File: config.mk
export PLATFORM = sky130hd
export DESIGN_NAME = sat_clip_pipe
export DESIGN_NICKNAME = d
export VERILOG_FILES = /design/src/rtl/clip_pkg.sv /design/src/rtl/sat_lane.sv /design/src/rtl/sat_clip_pipe.sv
export SDC_FILE = /design/constraint.sdc
export NUM_CORES = 1
export LEC_CHECK = 0
export CORE_MARGIN = 2
export CORE_UTILIZATION = 40
export DETAILED_ROUTE_END_ITERATION = 12
export GPL_ROUTABILITY_DRIVEN = 1
export HOLD_SLACK_MARGIN = 0.02
export PLACE_DENSITY = 0.86
export RECOVER_POWER = 100
export REMOVE_ABC_BUFFERS = 1
export SYNTH_ARGS = -nofsm -noshare
export SYNTH_HDL_FRONTEND = slang
export SYNTH_HIERARCHICAL = 1
export SYNTH_SLANG_ARGS = --single-unit
export TNS_END_PERCENT = 20
File: constraint.sdc
create_clock -name Clock -period 3.3 [get_ports Clock]
set_input_delay 0.495 -clock Clock [delete_from_list [all_inputs] [get_ports Clock]]
set_output_delay 0.495 -clock Clock [all_outputs]
set_load 0.02 [all_outputs]
File: src/rtl/clip_pkg.sv
// Shared types and defaults for the saturating clipper datapath.
// Consumers: sat_lane and sat_clip_pipe (optional stats enabled by CLIP_STATS_EN).
`timescale 1ns/1ps
package clip_pkg;

    typedef struct packed {
        logic lo;
        logic hi;
    } clip_flag_t;

    localparam int CLIP_NCH   = 3;
    localparam int CLIP_IN_W  = 32;
    localparam int CLIP_FRAC  = 16;
    localparam int CLIP_OUT_W = 8;

    function automatic logic [31:0] sat_max(input int unsigned outW);
        return (32'd1 << outW) - 32'd1;
    endfunction

endpackage

File: src/rtl/sat_lane.sv
// One colour lane of the clipper: S1 shifts out the fraction and flags the range,
// S2 registers the clamped unsigned result. Both stages advance together on advance_i.
`timescale 1ns/1ps
module sat_lane
    import clip_pkg::*;
#(
    parameter int IN_W  = CLIP_IN_W,
    parameter int FRAC  = CLIP_FRAC,
    parameter int OUT_W = CLIP_OUT_W
) (
    input  logic               Clock,
    input  logic               Resetn,
    input  logic               advance_i,
    input  logic [IN_W-1:0]    data_i,
    output logic [OUT_W-1:0]   data_o,
    output clip_flag_t         flag_o
);

    localparam logic signed [IN_W-1:0] MAX_S = IN_W'(sat_max(OUT_W));

    logic signed [IN_W-1:0] shifted;
    logic signed [IN_W-1:0] value_q;
    clip_flag_t             flagS1_d;
    clip_flag_t             flagS1_q;
    logic [OUT_W-1:0]       result_d;
    logic [OUT_W-1:0]       result_q;
    clip_flag_t             flagS2_q;
    logic                   unused_valueHigh;

    // Range test is done on the full-width value so extreme inputs never wrap.
    always_comb begin
        shifted     = $signed(data_i) >>> FRAC;
        flagS1_d.lo = shifted[IN_W-1];
        flagS1_d.hi = shifted > MAX_S;
    end

    always_comb begin
        result_d = value_q[OUT_W-1:0];
        if (flagS1_q.lo) begin
            result_d = '0;
        end else if (flagS1_q.hi) begin
            result_d = MAX_S[OUT_W-1:0];
        end
    end

    assign unused_valueHigh = ^value_q[IN_W-1:OUT_W];

    always_ff @(posedge Clock or negedge Resetn) begin
        if (!Resetn) begin
            value_q  <= '0;
            flagS1_q <= '0;
            result_q <= '0;
            flagS2_q <= '0;
        end else if (advance_i) begin
            value_q  <= shifted;
            flagS1_q <= flagS1_d;
            result_q <= result_d;
            flagS2_q <= flagS1_q;
        end
    end

    assign data_o = result_q;
    assign flag_o = flagS2_q;

endmodule

File: src/rtl/sat_clip_pipe.sv
// Multi-lane two-stage saturating clipper with valid/ready flow control.
// Define CLIP_STATS_EN to build the per-lane saturating low/high clamp counters.
`timescale 1ns/1ps
module sat_clip_pipe
    import clip_pkg::*;
#(
    parameter int NCH   = CLIP_NCH,
    parameter int IN_W  = CLIP_IN_W,
    parameter int FRAC  = CLIP_FRAC,
    parameter int OUT_W = CLIP_OUT_W,
    parameter int CNT_W = 16
) (
    input  logic                  Clock,
    input  logic                  Resetn,
    input  logic                  in_valid,
    output logic                  in_ready,
    input  logic [NCH*IN_W-1:0]   in_data,
    output logic                  out_valid,
    input  logic                  out_ready,
    output logic [NCH*OUT_W-1:0]  out_data,
    output logic [NCH-1:0]        out_clip,
    input  logic                  stats_clr,
    output logic [NCH*CNT_W-1:0]  stats_lo,
    output logic [NCH*CNT_W-1:0]  stats_hi
);

    logic       run_q;
    logic       validS1_q;
    logic       validS2_q;
    logic       stall;
    logic       advance;
    logic       accept;
    logic       fire;
    clip_flag_t laneFlag [NCH];

    // run_q keeps in_ready low while in reset and until the first edge after release.
    always_comb begin
        stall    = validS2_q && !out_ready;
        advance  = !stall;
        in_ready = run_q && !stall;
        accept   = in_valid && in_ready;
        fire     = validS2_q && out_ready;
    end

    always_ff @(posedge Clock or negedge Resetn) begin
        if (!Resetn) begin
            run_q     <= 1'b0;
            validS1_q <= 1'b0;
            validS2_q <= 1'b0;
        end else begin
            run_q <= 1'b1;
            if (advance) begin
                validS1_q <= accept;
                validS2_q <= validS1_q;
            end
        end
    end

    assign out_valid = validS2_q;

    for (genvar k = 0; k < NCH; k++) begin : gLane
        sat_lane #(
            .IN_W  (IN_W),
            .FRAC  (FRAC),
            .OUT_W (OUT_W)
        ) uLane (
            .Clock     (Clock),
            .Resetn    (Resetn),
            .advance_i (advance),
            .data_i    (in_data[k*IN_W +: IN_W]),
            .data_o    (out_data[k*OUT_W +: OUT_W]),
            .flag_o    (laneFlag[k])
        );
        assign out_clip[k] = laneFlag[k].lo | laneFlag[k].hi;
    end

`ifdef CLIP_STATS_EN
    logic [CNT_W-1:0] loCnt_q [NCH];
    logic [CNT_W-1:0] loCnt_d [NCH];
    logic [CNT_W-1:0] hiCnt_q [NCH];
    logic [CNT_W-1:0] hiCnt_d [NCH];

    // Counters saturate at all-ones; a clear wins over a same-cycle increment.
    always_comb begin
        for (int k = 0; k < NCH; k++) begin
            loCnt_d[k] = loCnt_q[k];
            hiCnt_d[k] = hiCnt_q[k];
            if (stats_clr) begin
                loCnt_d[k] = '0;
                hiCnt_d[k] = '0;
            end else if (fire) begin
                if (laneFlag[k].lo && (loCnt_q[k] != '1)) begin
                    loCnt_d[k] = loCnt_q[k] + 1'b1;
                end
                if (laneFlag[k].hi && (hiCnt_q[k] != '1)) begin
                    hiCnt_d[k] = hiCnt_q[k] + 1'b1;
                end
            end
        end
    end

    always_ff @(posedge Clock or negedge Resetn) begin
        if (!Resetn) begin
            for (int k = 0; k < NCH; k++) begin
                loCnt_q[k] <= '0;
                hiCnt_q[k] <= '0;
            end
        end else begin
            for (int k = 0; k < NCH; k++) begin
                loCnt_q[k] <= loCnt_d[k];
                hiCnt_q[k] <= hiCnt_d[k];
            end
        end
    end

    for (genvar k = 0; k < NCH; k++) begin : gStats
        assign stats_lo[k*CNT_W +: CNT_W] = loCnt_q[k];
        assign stats_hi[k*CNT_W +: CNT_W] = hiCnt_q[k];
    end
`else
    logic unused_statsClr;
    logic unused_fire;

    assign unused_statsClr = stats_clr;
    assign unused_fire     = fire;
    assign stats_lo        = '0;
    assign stats_hi        = '0;
`endif

endmodule

==> metrics.txt, run 1 <==
# TYPE chip_impl_metric gauge
chip_impl_metric{name="finalSetupViolations",unit=""} 0
chip_impl_metric{name="initialDrtViolationCount",unit=""} 46
chip_impl_metric{name="timing_hold_violations_final",unit=""} 0
chip_impl_info{name="crit-reg2reg-launch",value="out_valid"} 1
chip_impl_info{name="yosysTopAreaCell",value="sky130_fd_sc_hd__dfrtp_1"} 1
chip_impl_metric{name="critPathMaxStageDelay",unit="ps"} 640
chip_impl_info{name="worstSetupEndpointType",value="output port"} 1
chip_impl_info{name="min_from",value="validS1_q"} 1
chip_impl_metric{name="antenna_fix_cells",unit=""} 0
chip_impl_metric{name="setup_tns",unit="ps"} 0
chip_impl_metric{name="timing.critical_path.fanout_max",unit=""} 2
chip_impl_metric{name="cts.htree.levels",unit=""} 3
chip_impl_metric{name="synth_top_area_share",unit="%"} 43.4
chip_impl_info{name="yosys-top-cells-count",value="sky130_fd_sc_hd__buf_4, sky130_fd_sc_hd__dfrtp_1, sky130_fd_sc_hd__mux2_4"} 1
chip_impl_metric{name="synth_seq_area_share",unit="%"} 43.4
chip_impl_info{name="synthMostInstantiatedCell",value="sky130_fd_sc_hd__buf_4"} 1
chip_impl_metric{name="fin_crit_sh",unit="%"} 77.6
chip_impl_metric{name="cts-buffers-inserted",unit=""} 9
chip_impl_metric{name="layout-drive-gt1-share",unit="%"} 8.01
chip_impl_metric{name="yosysWarnings",unit=""} 6
chip_impl_metric{name="timing.max_slew.rel_slack",unit="%"} 2.03
chip_impl_metric{name="routed_wl",unit="um"} 5920
chip_impl_info{name="critical_path.top_delay_family",value="buffers and inverters"} 1
chip_impl_metric{name="grt_overflow_total",unit=""} 0
chip_impl_info{name="crit_top_cell",value="sky130_fd_sc_hd__dlygate4sd3_1"} 1
chip_impl_metric{name="largest_net_degree_at_the_start_of_global_routing",unit=""} 69
chip_impl_metric{name="drt-vias-per-instance",unit=""} 4.16
chip_impl_metric{name="clock_transition_time_at_the_flip_flop_clock_pins_of_the_worst_setup_and_hold_paths",unit="ps"} 70
chip_impl_info{name="critPathKind",value="in2out"} 1
chip_impl_metric{name="finClkSkew",unit="ps"} 8.87
chip_impl_metric{name="worstPathArrival",unit="ps"} 2070
chip_impl_metric{name="holdBufCountCts",unit=""} 0
chip_impl_metric{name="critical_path_buf_inv_count",unit=""} 2
chip_impl_metric{name="final_core_utilization",unit="%"} 47.6
chip_impl_metric{name="top_level_ports",unit=""} 226
chip_impl_metric{name="port-buffer-count",unit=""} 80
chip_impl_metric{name="insertion_delay",unit="ps"} 340
chip_impl_metric{name="powerDensity",unit="nW/um^2"} 527
chip_impl_metric{name="floorplan.die.width",unit="um"} 99.3
chip_impl_metric{name="finalWorstPathRequiredPeriod",unit="ps"} 2560
chip_impl_metric{name="wl_per_cell",unit="um"} 12.0
chip_impl_metric{name="worst_slew_pin_slew",unit="ps"} 1470
chip_impl_metric{name="dieHeight",unit="um"} 99.3
chip_impl_metric{name="finish.net_count",unit=""} 483
chip_impl_info{name="grt_busiest_layer",value="met2"} 1
chip_impl_metric{name="synth_cell_types",unit=""} 16
chip_impl_metric{name="grt.met1_usage",unit="%"} 14.6
chip_impl_metric{name="detail_route.drc_violations",unit=""} 0
chip_impl_metric{name="dieArea",unit="um^2"} 9860
chip_impl_metric{name="cts_resized",unit=""} 0
chip_impl_metric{name="antenna_nets_post_route",unit=""} 0
chip_impl_metric{name="detailedPlacementHpwl",unit="um"} 4290
chip_impl_metric{name="worst_ep_required_time",unit="ps"} 2800
chip_impl_metric{name="synth_cells",unit=""} 299
chip_impl_metric{name="grt_first_pass_wirelength",unit="um"} 9740
chip_impl_metric{name="initial_core_util",unit="%"} 41.4
chip_impl_metric{name="final.fill_count",unit=""} 811
chip_impl_metric{name="synth-async-reset-ratio",unit="%"} 100
chip_impl_info{name="start_kind",value="input pin"} 1
chip_impl_info{name="synth_top_cells_by_area",value="sky130_fd_sc_hd__dfrtp_1, sky130_fd_sc_hd__buf_4, sky130_fd_sc_hd__mux2_4"} 1
chip_impl_info{name="ys_dominant_reg_cell",value="sky130_fd_sc_hd__dfrtp_1"} 1
chip_impl_metric{name="grt_antenna_before_repair",unit=""} 0
chip_impl_metric{name="maxSlewViolCount",unit=""} 0
chip_impl_metric{name="irDropWorstVdd",unit="mV"} 0.269
chip_impl_metric{name="clk_path_buf_depth",unit=""} 2
chip_impl_metric{name="cap_violations",unit=""} 0
chip_impl_metric{name="gr-usage-met2",unit="%"} 21.0
chip_impl_metric{name="gpl.final_weighted_congestion",unit=""} 0.675
chip_impl_metric{name="placement_rows",unit=""} 34
chip_impl_metric{name="max_freq",unit="MHz"} 391
chip_impl_info{name="root_buffer",value="sky130_fd_sc_hd__clkbuf_8"} 1
chip_impl_info{name="cts_tree",value="done"} 1
chip_impl_metric{name="global_route.usage.total",unit="%"} 12.5
chip_impl_metric{name="synth_enable_flop_cells",unit=""} 0
chip_impl_metric{name="core_region_area",unit="um^2"} 8760
chip_impl_metric{name="use_met3",unit="%"} 4.08
chip_impl_info{name="worst_setup_path_startpoint",value="out_ready"} 1
chip_impl_info{name="holdCritPathClass",value="reg2reg"} 1
chip_impl_metric{name="cts_setup_buffers",unit=""} 0
chip_impl_info{name="rsz0062_at_grt",value="no"} 1
chip_impl_info{name="cell_by_cell_trace_of_the_critical_path",value="dlygate4sd3_1, nand2b_1, and2_2, dlygate4sd3_1"} 1
chip_impl_metric{name="static-leakage-power",unit="uW"} 0.00207
chip_impl_metric{name="synth_seq_cells",unit=""} 63
chip_impl_metric{name="grt_pass1_vias",unit=""} 2113
chip_impl_metric{name="via_count",unit=""} 2059
chip_impl_info{name="cell_with_the_biggest_individual_delay_on_the_critical_path",value="sky130_fd_sc_hd__dlygate4sd3_1"} 1
chip_impl_metric{name="drtPass1Iterations",unit=""} 4
chip_impl_metric{name="synthesis.area",unit="um^2"} 3630
chip_impl_metric{name="layout-area-overhead-vs-synth",unit="%"} 15.0
chip_impl_info{name="outcome",value="complete, no violations"} 1
chip_impl_metric{name="clkSinkCount",unit=""} 63
chip_impl_metric{name="syn_avg_cell_area",unit="um^2"} 12.1
[final timing paths]
path | to | slack (ps) | cells after the start
setup / recovery | in_ready | 740 | 4
hold / removal | out_valid | 460 | 2
setup reg to reg | gLane[1].uLane/flagS1_q[0] | 1790 | 4
hold reg to reg | out_valid | 460 | 2
max in group asynchronous | gLane[0].uLane/data_o[0] | 1200 | 2
min in group asynchronous | gLane[2].uLane/value_q[0] | 500 | 1
[registers in the layout, indices dropped and copies added, names as in the netlist]
register,flops
gLane.uLane/data_o,24
gLane.uLane/flagS1_q,6
gLane.uLane/flag_o,6
gLane.uLane/value_q,24
out_valid,1
run_q,1
validS1_q,1
[layout make-up]
type	count	area [um^2]	area share, %
sequential	63	1580	37.8
multi-input combinational	201	1350	32.2
timing repair buffer	82	820	19.6
tap	108	135	3.24
clock buffer	9	124	2.97
inverter	25	93.8	2.25
clock inverter	7	81.3	1.95
[worst register-to-register path: stages (launching register included)]
cell and delay (ps):
sky130_fd_sc_hd__dfrtp_1 380, sky130_fd_sc_hd__nand2b_1 140, sky130_fd_sc_hd__buf_12 370, sky130_fd_sc_hd__nor4b_1 380
sky130_fd_sc_hd__a211oi_2 120
[power by group]
group / switching (uW) / internal [uW] / total [uW]
sequential: 76.2 / 882 / 958
combinational: 318 / 243 / 561
clock: 326 / 358 / 683
[placed cells by master, fill, tap and decap left out, types with 4 or more instances in the layout]
| master | netlist | layout |
|---|---|---|
| sky130_fd_sc_hd__and2_2 | 4 | 4 |
| sky130_fd_sc_hd__clkbuf_8 | 0 | 9 |
| sky130_fd_sc_hd__clkdlybuf4s50_1 | 0 | 49 |
| sky130_fd_sc_hd__conb_1 | 2 | 97 |
| sky130_fd_sc_hd__dfrtp_1 | 63 | 63 |
| sky130_fd_sc_hd__dlygate4sd3_1 | 0 | 30 |
| sky130_fd_sc_hd__inv_1 | 25 | 25 |
| sky130_fd_sc_hd__mux2_1 | 0 | 33 |
| sky130_fd_sc_hd__mux2i_1 | 25 | 25 |
| sky130_fd_sc_hd__o21bai_1 | 24 | 24 |
[routing by layer]
layer  share of wire (%)  vias up
li1                    -      951
met5                   0        -
met3                 8.5       10
met4                 1.5        0
met1                  40      992
met2                  50      106
[cells by family after synthesis]
family	synth area share, %
and+or+nand+nor	4.62
other	0.207
muxes	20.5
buffers and inverters	25.2
AOI/OAI and AO/OA	6.00
DFF	43.4
[through the flow]
step / area, um^2 / std cells / setup slack, ps / total power [uW] / hold slack [ps]
2_1_floorplan: 3170 / 289 / 1210 / 1360 / 199
3_3_place_gp: 4120 / 479 / 1000 / 1610 / 428
3_5_place_dp: 4120 / 479 / 971 / 1620 / 456
4_1_cts: 4330 / 495 / 970 / 2330 / 176
5_1_grt: 4180 / 495 / 685 / 2330 / 495
6_report: 4180 / 495 / 740 / 2200 / 464
Power figures use the tool's default switching activity.
==> inputs of run 2 (changes only) <==
--- a/config.mk
+++ b/config.mk
@@ -6,11 +6,11 @@
 export NUM_CORES = 1
 export LEC_CHECK = 0
 export CORE_MARGIN = 2
-export CORE_UTILIZATION = 40
+export CORE_UTILIZATION = 34
 export DETAILED_ROUTE_END_ITERATION = 12
 export GPL_ROUTABILITY_DRIVEN = 1
 export HOLD_SLACK_MARGIN = 0.02
-export PLACE_DENSITY = 0.86
+export PLACE_DENSITY = 0.78
 export RECOVER_POWER = 100
 export REMOVE_ABC_BUFFERS = 1
 export SYNTH_ARGS = -nofsm -noshare
==> constraint.sdc (replaced) <==
create_clock -name Clock -period 2.06 [get_ports Clock]
set_input_delay 0.309 -clock Clock [delete_from_list [all_inputs] [get_ports Clock]]
set_output_delay 0.309 -clock Clock [all_outputs]
set_load 0.02 [all_outputs]
==> run 2 against run 1 <==
Sequential cell count is the same. Total power grew 54%. Sequential share of layout area is 0.21 points lower. Design area increased by 0.57%. Register-to-register slack got worse by 1200 ps. Global-route usage is 0.99 points lower. Utilization shrank 7.2 points. Clock skew fell by 3.6 ps. Critical endpoint is now out_clip[0]. Largest cell class unchanged.
==> metrics.txt, run 2 (synthesis results as in run 1) <==
# TYPE chip_impl_metric gauge
chip_impl_metric{name="via_count",unit=""} 2072
chip_impl_metric{name="worstPathArrival",unit="ps"} 1630
chip_impl_metric{name="irDropWorstVdd",unit="mV"} 0.286
chip_impl_metric{name="dieHeight",unit="um"} 107
chip_impl_metric{name="global_route.usage.total",unit="%"} 11.5
chip_impl_metric{name="grt_overflow_total",unit=""} 0
chip_impl_metric{name="powerDensity",unit="nW/um^2"} 809
chip_impl_metric{name="layout-area-overhead-vs-synth",unit="%"} 15.6
chip_impl_metric{name="worst_r2r_path_depth",unit=""} 4
chip_impl_metric{name="cap_violations",unit=""} 0
chip_impl_info{name="start_kind",value="register"} 1
chip_impl_metric{name="clk_path_buf_depth",unit=""} 2
chip_impl_metric{name="antenna_fix_cells",unit=""} 0
chip_impl_metric{name="min_delay_path_depth",unit=""} 2
chip_impl_info{name="critical_path.reg2reg.endpoint",value="gLane[1].uLane/flagS1_q[0]"} 1
chip_impl_metric{name="insertion_delay",unit="ps"} 330
chip_impl_metric{name="routed_wl",unit="um"} 6230
chip_impl_metric{name="timing.critical_path.fanout_max",unit=""} 2
chip_impl_metric{name="final.fill_count",unit=""} 1054
chip_impl_metric{name="timing.max_slew.rel_slack",unit="%"} 23.5
chip_impl_metric{name="static-leakage-power",unit="uW"} 0.00207
chip_impl_metric{name="antenna_nets_post_route",unit=""} 0
chip_impl_metric{name="largest_net_degree_at_the_start_of_global_routing",unit=""} 69
chip_impl_info{name="cts_tree",value="done"} 1
chip_impl_metric{name="clockPowerShare",unit="%"} 27.8
chip_impl_metric{name="cts_setup_buffers",unit=""} 0
chip_impl_info{name="crit-reg2reg-launch",value="out_valid"} 1
chip_impl_metric{name="seqPwrFrac",unit="%"} 45.4
chip_impl_metric{name="setup_tns",unit="ps"} 0
chip_impl_metric{name="power.switching_fraction",unit="%"} 31.8
chip_impl_info{name="critPathKind",value="reg2out"} 1
chip_impl_metric{name="top_level_ports",unit=""} 226
chip_impl_metric{name="worst_slew_pin_slew",unit="ps"} 1150
chip_impl_metric{name="cts-buffers-inserted",unit=""} 9
chip_impl_metric{name="internal-power",unit="uW"} 2320
chip_impl_metric{name="timing_hold_violations_final",unit=""} 0
chip_impl_info{name="min_from",value="validS1_q"} 1
chip_impl_metric{name="drtPass1Iterations",unit=""} 4
chip_impl_metric{name="layout-drive-gt1-share",unit="%"} 6.96
chip_impl_metric{name="detail_route.drc_violations",unit=""} 0
chip_impl_info{name="worstSetupEndpointType",value="output port"} 1
chip_impl_info{name="layout.cells.most_common",value="sky130_fd_sc_hd__conb_1"} 1
chip_impl_info{name="holdCritPathClass",value="reg2reg"} 1
chip_impl_metric{name="r2r_slack",unit="ps"} 560
chip_impl_info{name="rsz0062_at_grt",value="no"} 1
chip_impl_metric{name="wl_per_cell",unit="um"} 11.9
chip_impl_metric{name="maxSlewViolCount",unit=""} 0
chip_impl_metric{name="switching_pwr",unit="uW"} 1080
chip_impl_metric{name="core_region_area",unit="um^2"} 10400
chip_impl_metric{name="initialDrtViolationCount",unit=""} 42
chip_impl_metric{name="finish.net_count",unit=""} 484
chip_impl_metric{name="dieArea",unit="um^2"} 11500
chip_impl_metric{name="power_frac_comb",unit="%"} 26.7
chip_impl_metric{name="grt_pass1_vias",unit=""} 2057
chip_impl_metric{name="finClkSkew",unit="ps"} 5.31
chip_impl_metric{name="max_freq",unit="MHz"} 516
chip_impl_metric{name="initial_core_util",unit="%"} 35.0
chip_impl_metric{name="cts.htree.levels",unit=""} 3
chip_impl_metric{name="port-buffer-count",unit=""} 80
chip_impl_metric{name="fin_crit_sh",unit="%"} 94.2
chip_impl_metric{name="final_core_utilization",unit="%"} 40.5
chip_impl_metric{name="gpl.final_weighted_congestion",unit=""} 0.684
chip_impl_info{name="most_used_cells_in_the_layout_excluding_fill_and_tap_cells",value="sky130_fd_sc_hd__conb_1, sky130_fd_sc_hd__dfrtp_1, sky130_fd_sc_hd__clkdlybuf4s50_1"} 1
chip_impl_metric{name="drt-vias-per-instance",unit=""} 3.95
chip_impl_info{name="worst_hold_path.endpoint",value="out_valid"} 1
chip_impl_metric{name="worst_ep_required_time",unit="ps"} 1750
chip_impl_metric{name="floorplan.die.width",unit="um"} 107
chip_impl_metric{name="grt_first_pass_wirelength",unit="um"} 10200
chip_impl_metric{name="placement_rows",unit=""} 37
chip_impl_info{name="root_buffer",value="sky130_fd_sc_hd__clkbuf_8"} 1
chip_impl_metric{name="finalSetupViolations",unit=""} 0
chip_impl_metric{name="grt_antenna_before_repair",unit=""} 0
chip_impl_metric{name="detailedPlacementHpwl",unit="um"} 4480
chip_impl_metric{name="clkSinkCount",unit=""} 63
chip_impl_info{name="outcome",value="complete, no violations"} 1
chip_impl_metric{name="finalWorstPathRequiredPeriod",unit="ps"} 1940
chip_impl_metric{name="clock_transition_time_at_the_flip_flop_clock_pins_of_the_worst_setup_and_hold_paths",unit="ps"} 60
-- run 2: area by class of cell --
type	count	area, um^2	area share, %
flip-flops and latches	63	1580	37.5
multi-input cells	201	1350	32.2
repair buffers	83	836	19.9
clock buffers	16	170	4.05
well taps	136	170	4.05
inverters	25	93.8	2.23
-- run 2: what timing repair did --
action                     CTS  global route
gates resized for setup      0             0
hold endpoints to repair    20             0
setup endpoints to repair    0             0
hold buffers                 1             0
-- run 2: critical path, stage by stage (launching register included) --
cell                            delay (ps)
sky130_fd_sc_hd__dfrtp_1               380
sky130_fd_sc_hd__or2_2                 280
sky130_fd_sc_hd__dlygate4sd3_1         650
-- run 2: power groups by stage --
stage / sequential, uW / clock, uW / combinational, uW
floorplan: 1650 / 0 / 527
CTS: 1560 / 998 / 1040
detailed placement: 1580 / 0 / 1040
global placement: 1570 / 0 / 1010
finish: 1540 / 946 / 908
global route: 1570 / 1050 / 988
-- run 2: metal layers --
metal  track usage (%)  vias to the layer above  part of all wire, %
li1                  -                      954                    -
met1              14.5                      990                   41
met2              17.9                      113                   49
met3              3.27                       15                  8.2
met4              5.68                        0                  2.2
met5                 0                        -                    0
-- run 2: how the worst max path moves through the flow --
stage                                  start           to  depth (start not counted)
floorplan                          out_valid     in_ready                          2
global route        gLane[0].uLane/flag_o[0]  out_clip[0]                          2
finish              gLane[0].uLane/flag_o[0]  out_clip[0]                          2
CTS                                out_ready     in_ready                          4
detailed placement                 out_ready     in_ready                          4
global placement                   out_ready     in_ready                          4
-- run 2: per-stage QoR --
step | instances | setup slack (ps) | area, um^2 | power, uW | hold WS, ps
floorplan | 289 | 191 | 3170 | 2180 | 13.4
global placement | 507 | 132 | 4170 | 2590 | 300
detailed placement | 507 | 127 | 4170 | 2610 | 308
CTS | 524 | 123 | 4350 | 3590 | 451
global route | 524 | 56.7 | 4200 | 3610 | 465
finish | 524 | 120 | 4200 | 3400 | 445
